[src/rtl/pipe_stage_reg.sv]
// Reusable inter-stage pipeline register: valid/ready handshake with a
// one-entry skid buffer and flush-to-bubble masking of control bits.
module pipe_stage_reg #(
  parameter int CTRL_WIDTH = 8,
  parameter int DATA_WIDTH = 16,
  parameter logic [CTRL_WIDTH-1:0] FLUSH_MASK = '1
) (
  input  logic                  clock,
  input  logic                  reset,
  input  logic                  flush,
  input  logic                  in_valid,
  output logic                  in_ready,
  input  logic [CTRL_WIDTH-1:0] in_ctrl,
  input  logic [DATA_WIDTH-1:0] in_data,
  output logic                  out_valid,
  input  logic                  out_ready,
  output logic [CTRL_WIDTH-1:0] out_ctrl,
  output logic [DATA_WIDTH-1:0] out_data
);

  localparam logic [1:0] S_EMPTY = 2'b00;
  localparam logic [1:0] S_BUSY  = 2'b01;
  localparam logic [1:0] S_FULL  = 2'b10;

  logic [1:0]            r_state;
  logic [1:0]            w_state_nxt;
  logic [CTRL_WIDTH-1:0] r_main_ctrl;
  logic [DATA_WIDTH-1:0] r_main_data;
  logic [CTRL_WIDTH-1:0] r_skid_ctrl;
  logic [DATA_WIDTH-1:0] r_skid_data;
  logic [CTRL_WIDTH-1:0] w_main_ctrl_nxt;
  logic [DATA_WIDTH-1:0] w_main_data_nxt;
  logic                  w_accept;
  logic                  w_drain;
  logic                  w_load_in;
  logic                  w_load_skid;
  logic                  w_skid_wr;

  // Handshake outputs come from registered state only.
  assign in_ready  = (r_state != S_FULL);
  assign out_valid = (r_state != S_EMPTY);
  assign out_ctrl  = r_main_ctrl;
  assign out_data  = r_main_data;

  assign w_accept = in_valid & in_ready;
  assign w_drain  = out_valid & out_ready;

  always_comb begin
    w_state_nxt = r_state;
    w_load_in   = 1'b0;
    w_load_skid = 1'b0;
    w_skid_wr   = 1'b0;
    if (flush) begin
      w_state_nxt = S_EMPTY;
    end else begin
      case (r_state)
        S_EMPTY: begin
          if (w_accept) begin
            w_load_in   = 1'b1;
            w_state_nxt = S_BUSY;
          end
        end
        S_BUSY: begin
          if (w_accept && w_drain) begin
            w_load_in = 1'b1;
          end else if (w_accept) begin
            w_skid_wr   = 1'b1;
            w_state_nxt = S_FULL;
          end else if (w_drain) begin
            w_state_nxt = S_EMPTY;
          end
        end
        S_FULL: begin
          if (w_drain) begin
            w_load_skid = 1'b1;
            w_state_nxt = S_BUSY;
          end
        end
        default: w_state_nxt = S_EMPTY;
      endcase
    end
  end

  // Any move to EMPTY strips the critical control bits from the bubble.
  always_comb begin
    w_main_ctrl_nxt = r_main_ctrl;
    w_main_data_nxt = r_main_data;
    if (w_load_in) begin
      w_main_ctrl_nxt = in_ctrl;
      w_main_data_nxt = in_data;
    end else if (w_load_skid) begin
      w_main_ctrl_nxt = r_skid_ctrl;
      w_main_data_nxt = r_skid_data;
    end
    if (w_state_nxt == S_EMPTY) begin
      w_main_ctrl_nxt = r_main_ctrl & ~FLUSH_MASK;
    end
  end

  always_ff @(posedge clock) begin
    if (reset) begin
      r_state     <= S_EMPTY;
      r_main_ctrl <= '0;
      r_main_data <= '0;
      r_skid_ctrl <= '0;
      r_skid_data <= '0;
    end else begin
      r_state     <= w_state_nxt;
      r_main_ctrl <= w_main_ctrl_nxt;
      r_main_data <= w_main_data_nxt;
      if (flush) begin
        r_skid_ctrl <= '0;
        r_skid_data <= '0;
      end else if (w_skid_wr) begin
        r_skid_ctrl <= in_ctrl;
        r_skid_data <= in_data;
      end
    end
  end

endmodule

[config.mk]
export PLATFORM = sky130hd
export DESIGN_NAME = pipe_stage_reg
export DESIGN_NICKNAME = d
export VERILOG_FILES = /design/src/rtl/pipe_stage_reg.sv
export SDC_FILE = /design/constraint.sdc
export NUM_CORES = 1
export LEC_CHECK = 0
export ABC_AREA = 1
export BUFFER_PORTS_ARGS = -buffer_cell sky130_fd_sc_hd__buf_4
export CAP_MARGIN = 20
export CORE_ASPECT_RATIO = 1.5
export CORE_MARGIN = 2
export CORE_UTILIZATION = 50
export DETAILED_ROUTE_END_ITERATION = 12
export HOLD_SLACK_MARGIN = 0.03
export PLACE_DENSITY = 0.75
export SLEW_MARGIN = 15
export SYNTH_ARGS = -nofsm -noshare
export SYNTH_HDL_FRONTEND = slang
export SYNTH_SLANG_ARGS = --single-unit
[constraint.sdc]
create_clock -name clock -period 1.39 [get_ports clock]
set_input_delay 0.278 -clock clock [delete_from_list [all_inputs] [get_ports clock]]
set_output_delay 0.278 -clock clock [all_outputs]
set_load 0.01 [all_outputs]
==> results.json, run 1 <==
{
  "synth_area_per_cell_um2": 6.91,
  "slew_violations": 0,
  "die_area_um2": 5570,
  "drt-initial-drc-count": 122,
  "finalWirelength_mm": 5.68,
  "path_clk_slew_ns": 0.09,
  "drive_above_1_share_pct": 22.4,
  "total_leakage_power_nw": 1.55,
  "grt_usage_pct": 22.6,
  "drc": 0,
  "grt_pass1_vias": 2201,
  "grt_max_degree": 27,
  "h-tree-depth": 2,
  "power_density_nw_per_um2": 887,
  "drv_cap": 0,
  "crit_path_frequent_cell": "buf_4",
  "vias": 2343,
  "r2r-start": "r_state[1]",
  "seq_area_um2": 1000,
  "synth-warning-count": 0,
  "min_to": "out_data[15]",
  "cp.arrival_ns": 1.05,
  "slowest_stage": "dfxtp_2",
  "met2_usage_pct": 35.4,
  "path_buf_inv": 3,
  "ys_seq_area_share_pct": 40.2,
  "mostFrequentLayoutCells": "nand2_1, nor2_1, buf_4",
  "portBuffers": 54,
  "multi_input_comb_area_um2": 1230,
  "antenna_found_initial": 0,
  "grt_pass1_wl_mm": 9.74,
  "ant_nets": 0,
  "rsz0062_at_grt": "true",
  "outcome": "completed",
  "r2r_slack_ns": 0.10,
  "crit_chain": "buf_4 -> nor2_2 -> inv_1 -> buf_4",
  "ys_ff_latch": 50,
  "netlist_area_um2": 2490,
  "cp_slowest_stage_delay_ns": 0.33,
  "dr.pass1.iters": 4,
  "hpwl_mm": 3.72,
  "n_fill_cell": 481,
  "globalplace.congestion": 0.806,
  "cts_sinks": 50,
  "final_common_cell": "nand2_1",
  "fin_crit_sh_pct": 95.8,
  "cts_root_buffer": "clkbuf_8",
  "die_w_um": 61.6,
  "hold_violations": 0,
  "setup_viol": 0,
  "fin_setup_tns_ns": 0,
  "layout-area-overhead-vs-synth_pct": 24.5,
  "maxSlewHeadroom_pct": 65.4,
  "r2r-end": "r_skid_ctrl[4]",
  "reg2reg_depth": 6,
  "fin_skew_ns": 0.00835,
  "finalPower_mw": 2.75,
  "clk-insertion-delay-late_ns": 0.30,
  "ir_drop_mv": 0.646,
  "syn_nets": 389,
  "cts_buffers": 5,
  "ys_types": 20,
  "min_from": "reset",
  "viasPerCell": 4.86,
  "startpoint_type": "register",
  "num_rows": 31,
  "initial_core_util_pct": 51.7,
  "grt_busiest_layer": "met2",
  "coreArea_um2": 4810,
  "whs_ns": 0.169,
  "met1_usage_pct": 30.1,
  "synth_cells": 360,
  "ctsHoldBuffers": 0,
  "die_h_um": 90.4,
  "tritoncts": "done",
  "critPathCaptureType": "output port",
  "cp.required_ns": 1.11,
  "hold_depth": 2,
  "routedWlPerCell_um": 11.8,
  "cts.path.max_buffers": 2,
  "nets": 445,
  "tightest_slew_ns": 0.519,
  "path_class": "reg -> out",
  "hold_path_class": "in -> reg",
  "gr-total-overflow": 0,
  "grtUsageMet3_pct": 4.73,
  "path_max_fanout": 2,
  "stdcell_area_um2": 3100,
  "min_period_ns": 1.33,
  "antenna_cells": 0,
  "dpl_cell_area_um2": 2970,
  "maxClockFrequency_ghz": 0.751,
  "pin_count": 55,
  "critical_path.top_delay_family": "flip-flops"
}
## layout make-up
type | instances | share of cell area [%]
Tap cell | 66 | 2.66
Inverter | 36 | 4.52
Sequential cell | 50 | 32.4
Timing Repair Buffer | 69 | 18.2
Multi-Input combinational cell | 254 | 39.6
Clock inverter | 1 | 0.242
Clock buffer | 6 | 2.34
## state kept, by name, summed over array words and instances (netlist names)
name         count
r_skid_data     16
out_data        16
r_skid_ctrl      8
r_state          2
out_ctrl         8
## logic make-up (layout without fill, tap and decap cells)
group	Yosys count	in the layout	share of synthesized area (%)
AOI/OAI and AO/OA	29	29	6.03
and+or+nand+nor	225	225	42.8
buffers and inverters	56	112	11.0
DFF	50	50	40.2
## worst max path at each step
stage | to | start | slack [ns] | depth (start not counted)
final | out_valid | r_state[1] | 0.06 | 4
after global routing | out_ctrl[5] | r_state[1] | -0.02 | 9
after CTS | out_data[8] | r_state[1] | 0.005 | 9
after detailed placement | out_data[8] | in_valid | 0.06 | 10
after global placement | out_data[6] | in_valid | 0.09 | 10
after floorplan | out_data[10] | r_state[1] | 0.24 | 8
## metal layers
metal	up-vias	wire length, um
met4	0	104
met5	-	0
met2	57	2910
met1	1053	2430
li1	1221	-
met3	12	233
## power breakdown
group	internal (mW)	switching [mW]
clock	0.346	0.458
sequential	1.47	0.0198
combinational	0.216	0.236
total	2.03	0.713
## stage by stage
| step | setup WS (ns) | utilization (%) | cells |
|---|---|---|---|
| after floorplan | 0.239 | - | 360 |
| after global placement | 0.0874 | 61.7 | 472 |
| after detailed placement | 0.0592 | 61.7 | 472 |
| after CTS | 0.00470 | 64.0 | 483 |
| after global routing | -0.0174 | 64.4 | 482 |
| final | 0.0581 | 64.4 | 482 |
## repair_timing
item / in CTS / in global routing
resized for setup: 1 / 16
buffers inserted: 4 / 0
pin swaps: 1 / 2
endpoints found under the setup margin: 1 / 48
## synthesized netlist by cell type
library cell | number | area (um2)
nand3b_1 | 44 | 330
nand4_1 | 2 | 12.5
o21ai_0 | 25 | 125
buf_2 | 5 | 25.0
nand3_2 | 2 | 20.0
nand2_2 | 2 | 12.5
o211a_1 | 1 | 10.0
nor2_1 | 73 | 274
buf_4 | 5 | 37.5
buf_1 | 2 | 7.51
inv_2 | 4 | 15.0
a21oi_1 | 3 | 15.0
nand2_1 | 93 | 349
nand3_1 | 4 | 20.0
nor2_4 | 3 | 33.8
buf_6 | 5 | 56.3
dfxtp_1 | 50 | 1000
nor2_2 | 2 | 12.5
clkbuf_1 | 3 | 11.3
inv_1 | 32 | 120
(Power assumes the default switching activity.)
==> run 2: changes to the inputs <==
--- a/config.mk
+++ b/config.mk
@@ -13,7 +13,7 @@
 export CORE_UTILIZATION = 50
 export DETAILED_ROUTE_END_ITERATION = 12
 export HOLD_SLACK_MARGIN = 0.03
-export PLACE_DENSITY = 0.75
+export PLACE_DENSITY = 0.8
 export SLEW_MARGIN = 15
 export SYNTH_ARGS = -nofsm -noshare
 export SYNTH_HDL_FRONTEND = slang
==> constraint.sdc (replaced) <==
create_clock -name clock -period 1.3 [get_ports clock]
set_input_delay 0.26 -clock clock [delete_from_list [all_inputs] [get_ports clock]]
set_output_delay 0.26 -clock clock [all_outputs]
set_load 0.01 [all_outputs]
==> run 2 against run 1 <==
Against the previous run:
- the flow now finishes with violations (setup timing)
- non-clock buffer count grew 7
- worst setup slack lost 0.088 ns
- register-to-register slack lost 0.11 ns
- clock skew shrank 0.00073 ns
- utilization grew 1.7 points
- final area grew 2.6%
- clock power grew 23%
- largest cell class unchanged
- largest power group unchanged
- highest routed layer unchanged
==> results.json, run 2 (same netlist as run 1, synthesis figures left out) <==
{
  "hold_path_class": "in -> reg",
  "portBuffers": 54,
  "startpoint_type": "register",
  "antenna_cells": 0,
  "routedWlPerCell_um": 11.4,
  "instances_no_fill": 490,
  "path_clk_slew_ns": 0.09,
  "drive_above_1_share_pct": 24.1,
  "outcome": "finished, violations left",
  "finalPower_mw": 3.08,
  "die_h_um": 90.4,
  "ctsHoldBuffers": 0,
  "viasPerCell": 4.82,
  "finalWorstSetupSlack_ns": -0.0297,
  "gr-total-overflow": 0,
  "antenna_found_initial": 0,
  "cp.arrival_ns": 1.07,
  "clkPwrFrac_pct": 32.1,
  "mostFrequentLayoutCells": "nand2_1, nor2_1, buf_4",
  "ant_nets": 0,
  "final_common_cell": "nand2_1",
  "cts_buffers": 5,
  "path_class": "reg -> out",
  "maxClockFrequency_ghz": 0.752,
  "grt_usage_pct": 21.5,
  "tritoncts": "done",
  "setup_viol": 2,
  "swShare_pct": 25.2,
  "final_util_pct": 66.1,
  "vias": 2364,
  "stdcell_area_um2": 3180,
  "cts_sinks": 50,
  "violations": "setup timing",
  "tightest_slew_ns": 0.245,
  "whs_ns": 0.147,
  "r2r_slack_ns": -0.01,
  "die_w_um": 61.6,
  "dpl_cell_area_um2": 2960,
  "critPathCaptureType": "output port",
  "drt-initial-drc-count": 108,
  "p_sw_mw": 0.775,
  "fin_skew_ns": 0.00763,
  "slew_violations": 0,
  "hpwl_mm": 3.71,
  "hold_violations": 0,
  "coreArea_um2": 4810,
  "cts.path.max_buffers": 2,
  "drv_cap": 0,
  "drc": 0,
  "clk-insertion-delay-late_ns": 0.30,
  "power_frac_comb_pct": 16.0,
  "finalWirelength_mm": 5.58,
  "grt_pass1_vias": 2249,
  "fin_crit_sh_pct": 102,
  "p_int_mw": 2.30,
  "num_rows": 31,
  "maxSlewHeadroom_pct": 83.7,
  "grt_max_degree": 33,
  "grt_pass1_wl_mm": 9.48,
  "pin_count": 55,
  "power_density_nw_per_um2": 968,
  "dr.pass1.iters": 4,
  "h-tree-depth": 2,
  "cp.required_ns": 1.04,
  "dp.cells": 475,
  "path_max_fanout": 2,
  "nets": 452,
  "total_leakage_power_nw": 1.60,
  "n_fill_cell": 458,
  "cts_root_buffer": "clkbuf_8",
  "p_seq_share_pct": 51.9,
  "rsz0062_at_grt": "true",
  "die_area_um2": 5570,
  "initial_core_util_pct": 51.7,
  "min_period_ns": 1.33,
  "layout-area-overhead-vs-synth_pct": 27.8,
  "globalplace.congestion": 0.797,
  "ir_drop_mv": 0.653
}
## run 2: cell count changes in the layout (fill, tap and decap cells not counted), sizes merged
cell	previous run	this run
clkinv	0	1
clkbuf	6	7
clkinvlp	1	0
buf	69	76
## run 2: per-layer routing
| layer | vias up | share of wire [%] | global-route usage [%] |
|---|---|---|---|
| met5 | - | 0 | 0 |
| met4 | 0 | 1.7 | 8.33 |
| met3 | 8 | 4.1 | 3.44 |
| met2 | 58 | 51 | 35.6 |
| met1 | 1062 | 43 | 26.8 |
| li1 | 1236 | - | - |
## run 2: through the flow
stage / setup WS (ns) / TNS, ns
floorplan: 0.149 / 0
global placement: 0.0209 / 0
detailed placement: -0.0163 / -0.0424
CTS: -0.0529 / -0.0933
global route: -0.0744 / -1.73
finish: -0.0297 / -0.0417
## run 2: power groups by stage
stage	clock network [mW]	logic [mW]	registers (mW)
after floorplan	0	0.255	1.65
after global placement	0	0.461	1.63
after detailed placement	0	0.465	1.63
after CTS	1.01	0.481	1.60
after global routing	1.08	0.551	1.60
final	0.988	0.492	1.60
## run 2: final timing paths
| path | cells after the start | to | from |
|---|---|---|---|
| worst max-delay path | 5 | in_ready | r_state[1] |
| worst min-delay path | 2 | out_data[15] | reset |
| worst min register to register | 2 | r_skid_ctrl[6] | r_skid_ctrl[6] |
| worst max register to register | 8 | out_data[1] | r_state[1] |
## run 2: layout make-up
class | count | area, um2 | share of cell area (%)
multi-input cells | 254 | 1230 | 38.7
flip-flops and latches | 50 | 1000 | 31.6
repair buffers | 76 | 618 | 19.4
inverters | 36 | 140 | 4.41
clock buffers | 7 | 96.3 | 3.03
well taps | 66 | 82.6 | 2.60
clock inverters | 1 | 8.76 | 0.275
## run 2: repair_timing
item | in CTS | in global routing
setup endpoints to repair | 18 | 47
gates resized for setup | 8 | 21
pin swaps | 2 | 2
cloned | 0 | 1
buffers inserted | 6 | 0
## run 2: critical path, cell delays in order, from the launching register on
cell     delay, ns
dfxtp_2       0.37
inv_2         0.06
nor2_4        0.10
buf_6         0.11
inv_2         0.03
buf_6         0.10
==> run 3: changes to the inputs <==
--- a/config.mk
+++ b/config.mk
@@ -13,7 +13,7 @@
 export CORE_UTILIZATION = 50
 export DETAILED_ROUTE_END_ITERATION = 12
 export HOLD_SLACK_MARGIN = 0.03
-export PLACE_DENSITY = 0.8
+export PLACE_DENSITY_LB_ADDON = 0.1
 export SLEW_MARGIN = 15
 export SYNTH_ARGS = -nofsm -noshare
 export SYNTH_HDL_FRONTEND = slang
==> run 3 against run 2 <==
Against the previous run:
- the run still ends with setup timing left
- non-clock buffer count rose by 5
- hold slack improved by 0.0033 ns
- critical endpoint is now r_skid_data[3]
- largest cell class unchanged
- register-to-register slack got worse by 0.02 ns
- utilization rose by 6.3 points
- clock skew fell by 0.0035 ns
- clock power fell by 4.7%
- sequential share of layout area fell by 2.7 points
==> results.json, run 3 (same netlist as run 1, synthesis figures left out) <==
{
  "outcome": "finished, violations left",
  "violations": "setup timing",
  "viasPerCell": 4.95,
  "grt_pass1_vias": 2233,
  "h-tree-depth": 2,
  "startpoint_type": "register",
  "portBuffers": 54,
  "cp.arrival_ns": 1.57,
  "antenna_cells": 0,
  "critical_path.top_delay_family": "simple AND/OR/NAND/NOR gates",
  "dp.cells": 477,
  "maxSlewHeadroom_pct": 63.5,
  "ir_drop_mv": 0.725,
  "drv_cap": 0,
  "cts.path.max_buffers": 2,
  "maxClockFrequency_ghz": 0.751,
  "ant_nets": 0,
  "path_max_fanout": 6,
  "place_ws_ns": -0.0633,
  "cts_root_buffer": "clkbuf_8",
  "path_clk_slew_ns": 0.09,
  "grt_pass1_wl_mm": 10.2,
  "slowest_stage": "dfxtp_4",
  "tightest_slew_ns": 0.547,
  "globalplace.congestion": 0.770,
  "antenna_found_initial": 0,
  "hold_path_class": "in -> reg",
  "pin_count": 55,
  "tritoncts": "done",
  "clk-insertion-delay-late_ns": 0.30,
  "mostFrequentLayoutCells": "nand2_1, buf_4, nor2_1",
  "die_area_um2": 5570,
  "drc": 0,
  "hpwl_mm": 3.97,
  "slew_violations": 0,
  "coreArea_um2": 4810,
  "hold_violations": 0,
  "initial_core_util_pct": 51.7,
  "path_class": "reg -> reg",
  "layout-area-overhead-vs-synth_pct": 39.9,
  "fin_skew_ns": 0.00412,
  "cp_slowest_stage_delay_ns": 0.37,
  "total_leakage_power_nw": 1.72,
  "finalWirelength_mm": 6.40,
  "power_density_nw_per_um2": 887,
  "routedWlPerCell_um": 12.9,
  "gr-total-overflow": 0,
  "grt_max_degree": 26,
  "drive_above_1_share_pct": 35.7,
  "final_common_cell": "nand2_1",
  "grt_usage_pct": 23.3,
  "rsz0062_at_grt": "true",
  "path_buf_inv": 3,
  "die_w_um": 61.6,
  "finalWorstSetupSlack_ns": -0.0308,
  "cp.required_ns": 1.54,
  "dr.pass1.iters": 4,
  "min_period_ns": 1.33,
  "num_rows": 31,
  "vias": 2449,
  "drt-initial-drc-count": 142,
  "nets": 457,
  "fin_crit_sh_pct": 102,
  "die_h_um": 90.4,
  "setup_viol": 28,
  "crit_chain": "buf_6 -> nor2_4 -> nand3_4 -> inv_6 -> clkbuf_16 -> nor2_2 -> nor2_1",
  "critPathCaptureType": "register",
  "instances_no_fill": 495,
  "cts_buffers": 5,
  "cts_sinks": 50
}
run 3: cell types whose count changed in the layout (fill, tap and decap cells not counted), sizes merged:
cell	change
clkbuf	+3
buf	+2
run 3: stage by stage:
stage	TNS [ns]	power [mW]	hold WS [ns]	util, %	area (um2)
2_1_floorplan	0	1.90	0.329	-	2490
4_1_cts	-0.0743	3.05	0.146	66.1	3180
3_5_place_dp	-0.352	2.10	0.464	62.5	3000
6_report	-0.299	3.09	0.150	72.4	3480
5_1_grt	-4.55	3.25	0.140	72.4	3480
3_3_place_gp	-0.00964	2.10	0.452	62.5	3000
run 3: final timing paths:
check | cells past startpoint | slack (ns) | to | startpoint
worst max register to register | 7 | -0.03 | r_skid_data[3] | r_state[1]
worst min register to register | 2 | 0.47 | r_skid_ctrl[5] | r_skid_ctrl[5]
worst max-delay path | 7 | -0.03 | r_skid_data[3] | r_state[1]
worst min-delay path | 2 | 0.15 | out_data[15] | reset
run 3: layout make-up:
class / instances / area [um2]
fill: 429 / 1330
sequential: 50 / 1010
inverter: 36 / 148
timing repair buffer: 81 / 751
tap: 66 / 82.6
clock buffer: 7 / 86.3
clock inverter: 1 / 5.00
multi-input combinational: 254 / 1400
run 3: timing repair:
item,CTS,global route
cloned,1,4
pin swaps,4,36
hold buffers,0,0
endpoints found under the setup margin,8,51
gates resized for setup,16,89
setup buffers,5,0
run 3: power by group:
group / switching (mW) / total (mW) / leakage, nW / internal, mW
clock: 0.511 / 0.942 / 0.0482 / 0.431
sequential: 0.0210 / 1.59 / 0.407 / 1.57
combinational: 0.290 / 0.554 / 1.26 / 0.264
run 3: per-layer routing:
| metal | wire length (um) | global-route usage, % | share of wire, % |
|---|---|---|---|
| met4 | 59 | 4.79 | 0.92 |
| met5 | 0 | 0 | 0 |
| met2 | 3380 | 39.8 | 53 |
| met1 | 2660 | 29.8 | 42 |
| met3 | 304 | 3.87 | 4.7 |
